--- src/rtl/econet_fcs_pkg.sv ---
// Shared types, CRC-16 HDLC constants and the reflected one-byte CRC update
// used by the Econet FCS engine.
package econet_fcs_pkg;

    typedef enum logic [1:0] {
        ST_IDLE   = 2'd0,
        ST_ACCUM  = 2'd1,
        ST_APPEND = 2'd2,
        ST_DONE   = 2'd3
    } fcs_state_e;

    localparam int          MAX_WIDTH     = 32;
    localparam logic [15:0] CRC16_POLY    = 16'h8408;
    localparam logic [15:0] CRC16_INIT    = 16'hFFFF;
    localparam logic [15:0] CRC16_RESIDUE = 16'hF0B8;

    // Reflected update: bit 0 of the byte goes first, so the register shifts
    // right and the polynomial is folded in when the outgoing bit disagrees.
    function automatic logic [MAX_WIDTH-1:0] fcs_step(
        input logic [MAX_WIDTH-1:0] crc,
        input logic [7:0]           data,
        input logic [MAX_WIDTH-1:0] poly,
        input int                   width
    );
        logic [MAX_WIDTH-1:0] c;
        logic [MAX_WIDTH-1:0] mask;
        mask = (width >= MAX_WIDTH) ? '1 : ((MAX_WIDTH'(1) << width) - MAX_WIDTH'(1));
        c    = crc & mask;
        for (int i = 0; i < 8; i++) begin
            if (c[0] != data[i]) c = (c >> 1) ^ (poly & mask);
            else                 c = c >> 1;
        end
        return c;
    endfunction

endpackage

--- src/rtl/econet_fcs_step.sv ---
// Combinational one-byte CRC update for a given width and reflected polynomial.
module econet_fcs_step
    import econet_fcs_pkg::*;
#(
    parameter int               WIDTH = 16,
    parameter logic [WIDTH-1:0] POLY  = CRC16_POLY
) (
    input  logic [WIDTH-1:0] crc,
    input  logic [7:0]       data,
    output logic [WIDTH-1:0] crc_next
);

    assign crc_next = WIDTH'(fcs_step(MAX_WIDTH'(crc), data, MAX_WIDTH'(POLY), WIDTH));

endmodule

--- src/rtl/econet_fcs_engine.sv ---
// Byte-serial Econet FCS engine: checks received frames against the residue,
// or appends the complemented FCS (LSB byte first) to transmitted frames.
module econet_fcs_engine
    import econet_fcs_pkg::*;
#(
    parameter int               WIDTH   = 16,
    parameter logic [WIDTH-1:0] POLY    = CRC16_POLY,
    parameter logic [WIDTH-1:0] INIT    = '1,
    parameter logic [WIDTH-1:0] RESIDUE = CRC16_RESIDUE,
    parameter logic [WIDTH-1:0] XOROUT  = '1
) (
    input  logic             econet_clk,
    input  logic             reset_n,
    input  logic             sof,
    input  logic             mode,
    input  logic             in_valid,
    input  logic [7:0]       in_data,
    input  logic             in_last,
    output logic             in_ready,
    output logic             out_valid,
    output logic [7:0]       out_data,
    input  logic             out_ready,
    output logic [WIDTH-1:0] fcs_value,
    output logic             done,
    output logic             fcs_ok
);

    localparam int NBYTES = WIDTH / 8;

    fcs_state_e       state;
    logic             mode_q;
    logic [1:0]       idx;
    logic [WIDTH-1:0] tx_fcs;
    logic [WIDTH-1:0] crc_next;

    econet_fcs_step #(
        .WIDTH (WIDTH),
        .POLY  (POLY)
    ) u_step (
        .crc      (fcs_value),
        .data     (in_data),
        .crc_next (crc_next)
    );

    assign in_ready = (state == ST_ACCUM);

    always_ff @(posedge econet_clk or negedge reset_n) begin
        if (!reset_n) begin
            state     <= ST_IDLE;
            fcs_value <= INIT;
            mode_q    <= 1'b0;
            idx       <= '0;
            tx_fcs    <= '0;
            out_valid <= 1'b0;
            out_data  <= '0;
            done      <= 1'b0;
            fcs_ok    <= 1'b0;
        end else if (sof) begin
            // A new frame wins over everything, including a byte offered alongside it.
            state     <= ST_ACCUM;
            fcs_value <= INIT;
            mode_q    <= mode;
            fcs_ok    <= 1'b0;
            idx       <= '0;
            out_valid <= 1'b0;
            done      <= 1'b0;
        end else begin
            case (state)
                ST_ACCUM: begin
                    if (in_valid) begin
                        fcs_value <= crc_next;
                        if (in_last) begin
                            if (mode_q) begin
                                tx_fcs    <= crc_next ^ XOROUT;
                                out_data  <= 8'(crc_next ^ XOROUT);
                                out_valid <= 1'b1;
                                idx       <= '0;
                                state     <= ST_APPEND;
                            end else begin
                                fcs_ok <= (crc_next == RESIDUE);
                                done   <= 1'b1;
                                state  <= ST_DONE;
                            end
                        end
                    end
                end
                ST_APPEND: begin
                    if (out_ready) begin
                        if (idx == 2'(NBYTES - 1)) begin
                            out_valid <= 1'b0;
                            done      <= 1'b1;
                            state     <= ST_DONE;
                        end else begin
                            idx      <= idx + 2'd1;
                            out_data <= 8'(tx_fcs >> (8 * (int'(idx) + 1)));
                        end
                    end
                end
                ST_DONE: begin
                    done  <= 1'b0;
                    state <= ST_IDLE;
                end
                default: state <= ST_IDLE;
            endcase
        end
    end

endmodule

--- config.mk ---
export PLATFORM = sky130hd
export DESIGN_NAME = econet_fcs_engine
export DESIGN_NICKNAME = d
export VERILOG_FILES = /design/src/rtl/econet_fcs_pkg.sv /design/src/rtl/econet_fcs_step.sv /design/src/rtl/econet_fcs_engine.sv
export SDC_FILE = /design/constraint.sdc
export NUM_CORES = 1
export LEC_CHECK = 0
export ABC_AREA = 1
export BUFFER_PORTS_ARGS = -buffer_cell sky130_fd_sc_hd__buf_4
export CAP_MARGIN = 20
export CELL_PAD_IN_SITES_DETAIL_PLACEMENT = 1
export CELL_PAD_IN_SITES_GLOBAL_PLACEMENT = 2
export CORE_MARGIN = 2
export CORE_UTILIZATION = 31
export CTS_CLUSTER_DIAMETER = 200
export CTS_CLUSTER_SIZE = 10
export DETAILED_ROUTE_END_ITERATION = 10
export PLACE_DENSITY = 0.9
export SKIP_LAST_GASP = 1
export SYNTH_ARGS = -nofsm -noshare
export SYNTH_HDL_FRONTEND = slang
export SYNTH_HIERARCHICAL = 1
export SYNTH_SLANG_ARGS = --single-unit
export TNS_END_PERCENT = 100
--- constraint.sdc ---
create_clock -name econet_clk -period 1.9 [get_ports econet_clk]
set_input_delay 0.285 -clock econet_clk [delete_from_list [all_inputs] [get_ports econet_clk]]
set_output_delay 0.285 -clock econet_clk [all_outputs]
set_load 0.02 [all_outputs]
## Word level (Yosys, flattened, before mapping)

Cells that the tools add are included.

- Reduce and logical (&&, ||, !) cells: 14
- Shift-type cells: 1
- Add/subtract/negate cells: 2
- Multiplexer cells: 50
- Bitwise operators: 10
- Equal/unequal tests: 26

Operators with widths:

| kind | count |
|---|---|
| 16-bit 2-to-1 mux | 11 |
| 8-bit 2-to-1 mux | 5 |
| 2-bit 2-to-1 mux | 11 |
| 3-bit inverter | 7 |
| 1-bit 2-to-1 mux | 18 |
| 3-bit != test (second input constant) | 6 |
| 6-bit AND reduction | 3 |
| 16-bit == test (second input constant) | 1 |
| 16-bit inverter | 1 |
| 8-bit one-hot mux with 2 select lines | 1 |
| 16-bit by 6-bit right shift with 8-bit output | 1 |
| 2-bit != test (second input constant) | 5 |
| 1-bit != test | 8 |
| 2-bit one-hot mux with 2 select lines | 2 |
| 4-bit AND reduction | 2 |
| 2-bit nonzero test | 4 |
| 7-bit AND reduction | 1 |
| 5-bit AND reduction | 1 |
| 2-bit by 1-bit == test with 1-bit output (second input constant) | 2 |
| 2-bit == test (second input constant) | 2 |
| 4-bit nonzero test | 1 |
| 2-bit by 1-bit adder with 3-bit output (second input constant) | 1 |
| 3-bit by 2-bit != test with 1-bit output (second input constant) | 1 |
| 2-bit inverter with 3-bit output | 1 |
| 7 further kinds | 7 |

- Word-level logic and storage cells: 112
- Output and inout bits: 28
- Register bits: 48
- Input bits: 15

## Longest topological paths before layout

- Depth in word-level cells: 22
- Mapped depth: 15
- Gate-level depth less buffers: 15

## Modules after synthesis

Netlist, hierarchy kept.

Modules (own cells, without submodules):

| module | seq. area each (sq um) | instances | area an instance (sq um) | cells each |
|---|---|---|---|---|
| econet_fcs_engine | 1021.0 | 1 | 1991.9 | 246 |
| econet_fcs_step | 0.0 | 1 | 470.5 | 108 |

## Least setup slack after synthesis

OpenSTA, ideal clock, no wires.

- Kind: register to register
- Start: register state[1]
- End: register out_data[0]
- Data arrival time: 1.425 ns
- Required time: 1.783 ns
- Library setup time: 0.117 ns
- Slack: 0.358 ns
- Stages on the path, launching flop included: 8
- Clock period less this slack: 1.542 ns
- Buffers on the path: 0
- Cells stage by stage: dfrtp_1 -> inv_1 -> ha_1 -> o21ai_0 -> nor2_2 -> nand2_4 -> nand2_1 -> nand2_1

- Longest elaborated chain between the ends: 3
- Elaborated cells on any way between the ends: 10
- Classes of those cells: 7 x eq/ne; 1 x mux; 2 x reduce/logical

RTL lines:

| element | RTL line | source |
|---|---|---|
| from (decl) | econet_fcs_engine.sv:30 | `fcs_state_e state;` |
| from (signal assigned) | econet_fcs_engine.sv:49 | `state <= ST_IDLE;` |
| from (signal assigned) | econet_fcs_engine.sv:60 | `state <= ST_ACCUM;` |
| from (signal assigned) | econet_fcs_engine.sv:78 | `state <= ST_APPEND;` |
| 2-bit by 1-bit == test with 1-bit output * | n/a |  |
| net in_ready | econet_fcs_engine.sv:19 | `output logic in_ready,` |
| 2-bit by 1-bit != test with 1-bit output (no source line), or another cell as far along | n/a |  |
| 7-bit AND reduction (no source line) | n/a |  |
| to (signal assigned) | econet_fcs_engine.sv:75 | `out_data <= 8'(crc_next ^ XOROUT);` |
| to (signal assigned) | econet_fcs_engine.sv:95 | `out_data <= 8'(tx_fcs >> (8 * (int'(idx) + 1)));` |
| to (decl) | econet_fcs_engine.sv:21 | `output logic [7:0] out_data,` |

The timed path passes the listed nets; every way through them passes the cells marked *.
A chain may end at the register's enable or synchronous reset.

## Worst setup path after layout

- Start: register fcs_value[2]
- End: register fcs_ok

- Longest elaborated chain between the ends: 16
- Elaborated cells on any way between the ends: 17
- Classes of those cells: 3 x eq/ne; 13 x mux; 1 x bitwise

RTL lines:

| element | RTL line | source |
|---|---|---|
| from (decl) | econet_fcs_engine.sv:23 | `output logic [WIDTH-1:0] fcs_value,` |
| from (signal assigned) | econet_fcs_engine.sv:71 | `fcs_value <= crc_next;` |
| 16-bit 2-to-1 mux (2 in a row) | econet_fcs_pkg.sv:30 | `if (c[0] != data[i]) c = (c >> 1) ^ (poly & mask);` |
| 1-bit != test | econet_fcs_pkg.sv:30 |  |
| 16-bit 2-to-1 mux (4 in a row) | econet_fcs_pkg.sv:30 |  |
| 1-bit != test | econet_fcs_pkg.sv:30 |  |
| 16-bit 2-to-1 mux (2 in a row) | econet_fcs_pkg.sv:30 |  |
| net crc_next[14] | econet_fcs_engine.sv:34 | `logic [WIDTH-1:0] crc_next;` |
| 16-bit == test | econet_fcs_engine.sv:80 | `fcs_ok <= (crc_next == RESIDUE);` |
| 1-bit 2-to-1 mux | econet_fcs_engine.sv:73 | `if (mode_q) begin` |
| 1-bit 2-to-1 mux | econet_fcs_engine.sv:72 | `if (in_last) begin` |
| 1-bit 2-to-1 mux | econet_fcs_engine.sv:70 | `if (in_valid) begin` |
| 1-bit 2-to-1 mux | econet_fcs_engine.sv:68 | `case (state)` |
| 1-bit 2-to-1 mux | econet_fcs_engine.sv:58 | `end else if (sof) begin` |
| to (signal assigned) | econet_fcs_engine.sv:80 |  |
| to (decl) | econet_fcs_engine.sv:25 | `output logic fcs_ok` |

The timed path passes the listed nets, and every way through them passes these cells. The select of a mux whose other input is x is not followed.

==> flow_metrics.env <==
export IMPL_cts_buffers=5
export IMPL_initialDrtViolationCount=129
export IMPL_status="finished, final reports clean"
export IMPL_r2r_end="fcs_ok$_DFFE_PN0P_"
export IMPL_die_area_sq_mm=0.008672
export IMPL_endpoint_kind="flip-flop"
export IMPL_grt_pass1_wl_um=12420
export IMPL_synth_compound_area_share_pct=8.435
export IMPL_cp_start_kind="flip-flop"
export IMPL_syn_to_final_growth_pct=24.19
export IMPL_netlist_area_leader_share_pct=24.39
export IMPL_reg2reg_from="fcs_value[2]$_DFFE_PN1P_"
export IMPL_ff2ff_setup_slack_ns=0.15
export IMPL_yosys_top_cells_area="dfrtp_1 24%, nand2_1 22%, dfstp_2 17%"
export IMPL_slew_headroom_pct=63.63
export IMPL_crit_arrival_ns=2.00
export IMPL_final_antenna_net_count=0
export IMPL_rr_worst_depth=14
export IMPL_drive_gt1_share_pct=23.46
export IMPL_fin_crit_sh_pct=92.14
export IMPL_min_from="mode"
export IMPL_report_final_slew_viol_count=0
export IMPL_synth_warnings=6
export IMPL_synthXorXnorAreaFrac_pct=1.423
export IMPL_antenna_found_initial=0
export IMPL_hp_class="in2reg"
export IMPL_cts_tree="built"
export IMPL_setup_viol=0
export IMPL_place_congestion=0.8555
export IMPL_n_antenna_cell=0
export IMPL_clkTransAtPathRegs_ns=0.09
export IMPL_ir_drop_v=0.0004768
export IMPL_critical_path_class="reg2reg"
export IMPL_clock_sinks=40
export IMPL_synth_top_area_cell="dfrtp_1"
export IMPL_grt_start_max_net_pins=41
export IMPL_grtUsageTotal_pct=18.22
export IMPL_first_pass_iters=4
export IMPL_synthMuxAreaShare_pct=0
export IMPL_syn_area_per_cell_sq_um=6.956
export IMPL_first_global_vias=2522
export IMPL_rsz0062_at_grt="true"
export IMPL_die_h_um=93.13
export IMPL_wirelength_um=7299
export IMPL_yosys_area_share_simple_pct=37.40
export IMPL_vias_per_cell=4.795
export IMPL_fmax_ghz=0.5712
export IMPL_final_cell_area_sq_mm=0.003058
export IMPL_htree_levels=2
export IMPL_std_cell_rows=32
export IMPL_core_sq_mm=0.007727
export IMPL_fin_nets=425
export IMPL_worstPathRequired_ns=2.15
export IMPL_cts_buffer_depth=2
export IMPL_period_needed_ns=1.751
export IMPL_cp_max_fo=5
export IMPL_synthesis_area_sq_mm=0.002462
export IMPL_io_buffers=42
export IMPL_overflow=0
export IMPL_drcViolationCount=0
export IMPL_placed_cell_area_sq_mm=0.002902
export IMPL_hold_end="mode_q$_DFFE_PN0P_"
export IMPL_clock_root_buffer="clkbuf_8"
export IMPL_min_path_cells=3
export IMPL_num_vias=2431
export IMPL_p_per_area_mw_per_mm2=1605
export IMPL_post_drt_wl_per_cell_um=14.40
export IMPL_worst_pin_slew_ns=0.5455
export IMPL_hpwl_um=5435
export IMPL_final_util_pct=39.57
export IMPL_synth_fa_ha_area_share_pct=3.049
export IMPL_synth_cell_types=27
export IMPL_maxCapViolCount=0
export IMPL_synth_seq_area_share_pct=41.46
export IMPL_synthCells=354
export IMPL_synth_ff_latch_count=40
export IMPL_synth_top_family_by_area="simple AND/OR/NAND/NOR gates"
export IMPL_die_w_um=93.13
export IMPL_synth_nets=375
export IMPL_p_leak_uw=0.001671
export IMPL_initial_utilization_pct=31.87
export IMPL_clk_latency_ns=0.30
export IMPL_finalHoldViolations=0
export IMPL_finClkSkew_ns=0.01204
export IMPL_io_pins=43
==> cell families after synthesis <==
kind of cell	count (synthesis)
AND/OR/NAND/NOR	217
buffers and inverters	48
flip-flops	40
AO/OA/AOI/OAI	39
adder cells (fa/ha/maj)	6
XOR/XNOR	4
==> state kept, by name (all words and copies together) (netlist names) <==
name       flops
idx            2
done           1
out_valid      1
mode_q         1
fcs_value     16
out_data       8
fcs_ok         1
state          2
tx_fcs         8
==> per-stage QoR <==
stage	TNS (ns)	total power [uW]	instances	hold WS [ns]	worst slack, ns
floorplan	0	3214	354	-0.01059	0.3575
global route	-0.03769	5356	507	0.1937	-0.03769
CTS	0	4920	506	0.2027	0.04366
detailed placement	0	4165	497	0.3088	0.05688
global placement	0	4092	497	0.3040	0.1199
finish	0	4908	507	0.2003	0.1494
==> cells in the mapped netlist <==
master and n:
nand4_1 1, o21a_1 1, dfrtp_1 24, nor2_2 2
nand2_4 2, nand3_1 31, o22ai_1 8, nand2_2 11
nand2_1 146, buf_2 3, buf_4 1, o21ai_0 22
clkinv_1 1, xnor2_1 1, ha_1 6, buf_6 2
nor3_1 1, a21oi_1 6, nor2_1 21, inv_2 1
nor2_4 1, nand4_2 1, o21ai_1 2, dfstp_2 16
inv_1 39, xor2_1 3, clkbuf_1 1
==> critical path, stage by stage, from the launching register on <==
cell,delay (ns)
dfstp_2,0.57
inv_1,0.06
nand2_1,0.08
nand2_2,0.08
nand2_2,0.13
nand2_4,0.09
nand2_1,0.07
nand2_1,0.09
inv_2,0.08
nand2_1,0.07
nor2_1,0.12
nand2_1,0.06
nor2_1,0.09
nand2_1,0.06
nand2_1,0.05
==> worst max-delay path by stage <==
stage / from / to / slack, ns / depth (start not counted)
finish: fcs_value[2]$_DFFE_PN1P_ / fcs_ok$_DFFE_PN0P_ / 0.15 / 14
global route: fcs_value[2]$_DFFE_PN1P_ / fcs_ok$_DFFE_PN0P_ / -0.04 / 14
CTS: fcs_value[2]$_DFFE_PN1P_ / fcs_ok$_DFFE_PN0P_ / 0.04 / 14
detailed placement: fcs_value[2]$_DFFE_PN1P_ / fcs_ok$_DFFE_PN0P_ / 0.06 / 14
global placement: fcs_value[2]$_DFFE_PN1P_ / fcs_ok$_DFFE_PN0P_ / 0.12 / 14
floorplan: state[1]$_DFFE_PN0P_ / out_data[0]$_DFFE_PN0P_ / 0.36 / 7
==> report_power, final <==
part / total (uW) / switching [uW] / leakage [uW] / internal [uW]
combinational: 2630 / 1670 / 0.00114 / 966
clock: 728 / 338 / 0.0000541 / 389
sequential: 1550 / 280 / 0.000475 / 1270
==> final cells by class <==
cell class | count | area [sq um]
Clock inverter | 3 | 42.54
Sequential cell | 40 | 1021
Fill cell | 984 | 4669
Timing Repair Buffer | 50 | 377.9
Inverter | 41 | 153.9
Clock buffer | 5 | 68.82
Tap cell | 102 | 127.6
Multi-Input combinational cell | 266 | 1266
==> cell usage in the layout (no fill, tap or decap) <==
cell type      instances
o21ai_1                2
nor3_1                 1
nand2_1              143
clkinvlp_4             1
dfstp_2               16
a21oi_1                6
o22ai_1                8
xor2_1                 3
nand2_2               11
nand4_2                1
inv_1                 38
xnor2_1                1
bufinv_16              1
ha_1                   6
clkinv_1               1
o21ai_0               22
nor2_2                 1
nor2_4                 2
nor2_1                21
nand2_4                5
nand3_1               31
o21a_1                 1
dlygate4sd3_1          1
clkbuf_8               5
dfrtp_1               24
inv_2                  2
nand4_1                1
clkinv_2               1
buf_4                 49
==> routing by layer <==
metal	wire [um]	track usage (%)	share of wire, %	vias to the layer above
li1	-	-	-	1211
met1	3312	24.38	45	1168
met2	3615	31.28	50	45
met3	312	2.901	4.3	7
met4	59	3.676	0.81	0
met5	0	0	0	-
==> repair_timing <==
action | in CTS | in global routing
buffers inserted | 0 | 1
hold buffers | 1 | 0
endpoints found under the hold margin | 24 | 0
gates resized for setup | 0 | 8
endpoints found under the setup margin | 0 | 4
No activity file was read; power rests on OpenSTA's default activity.
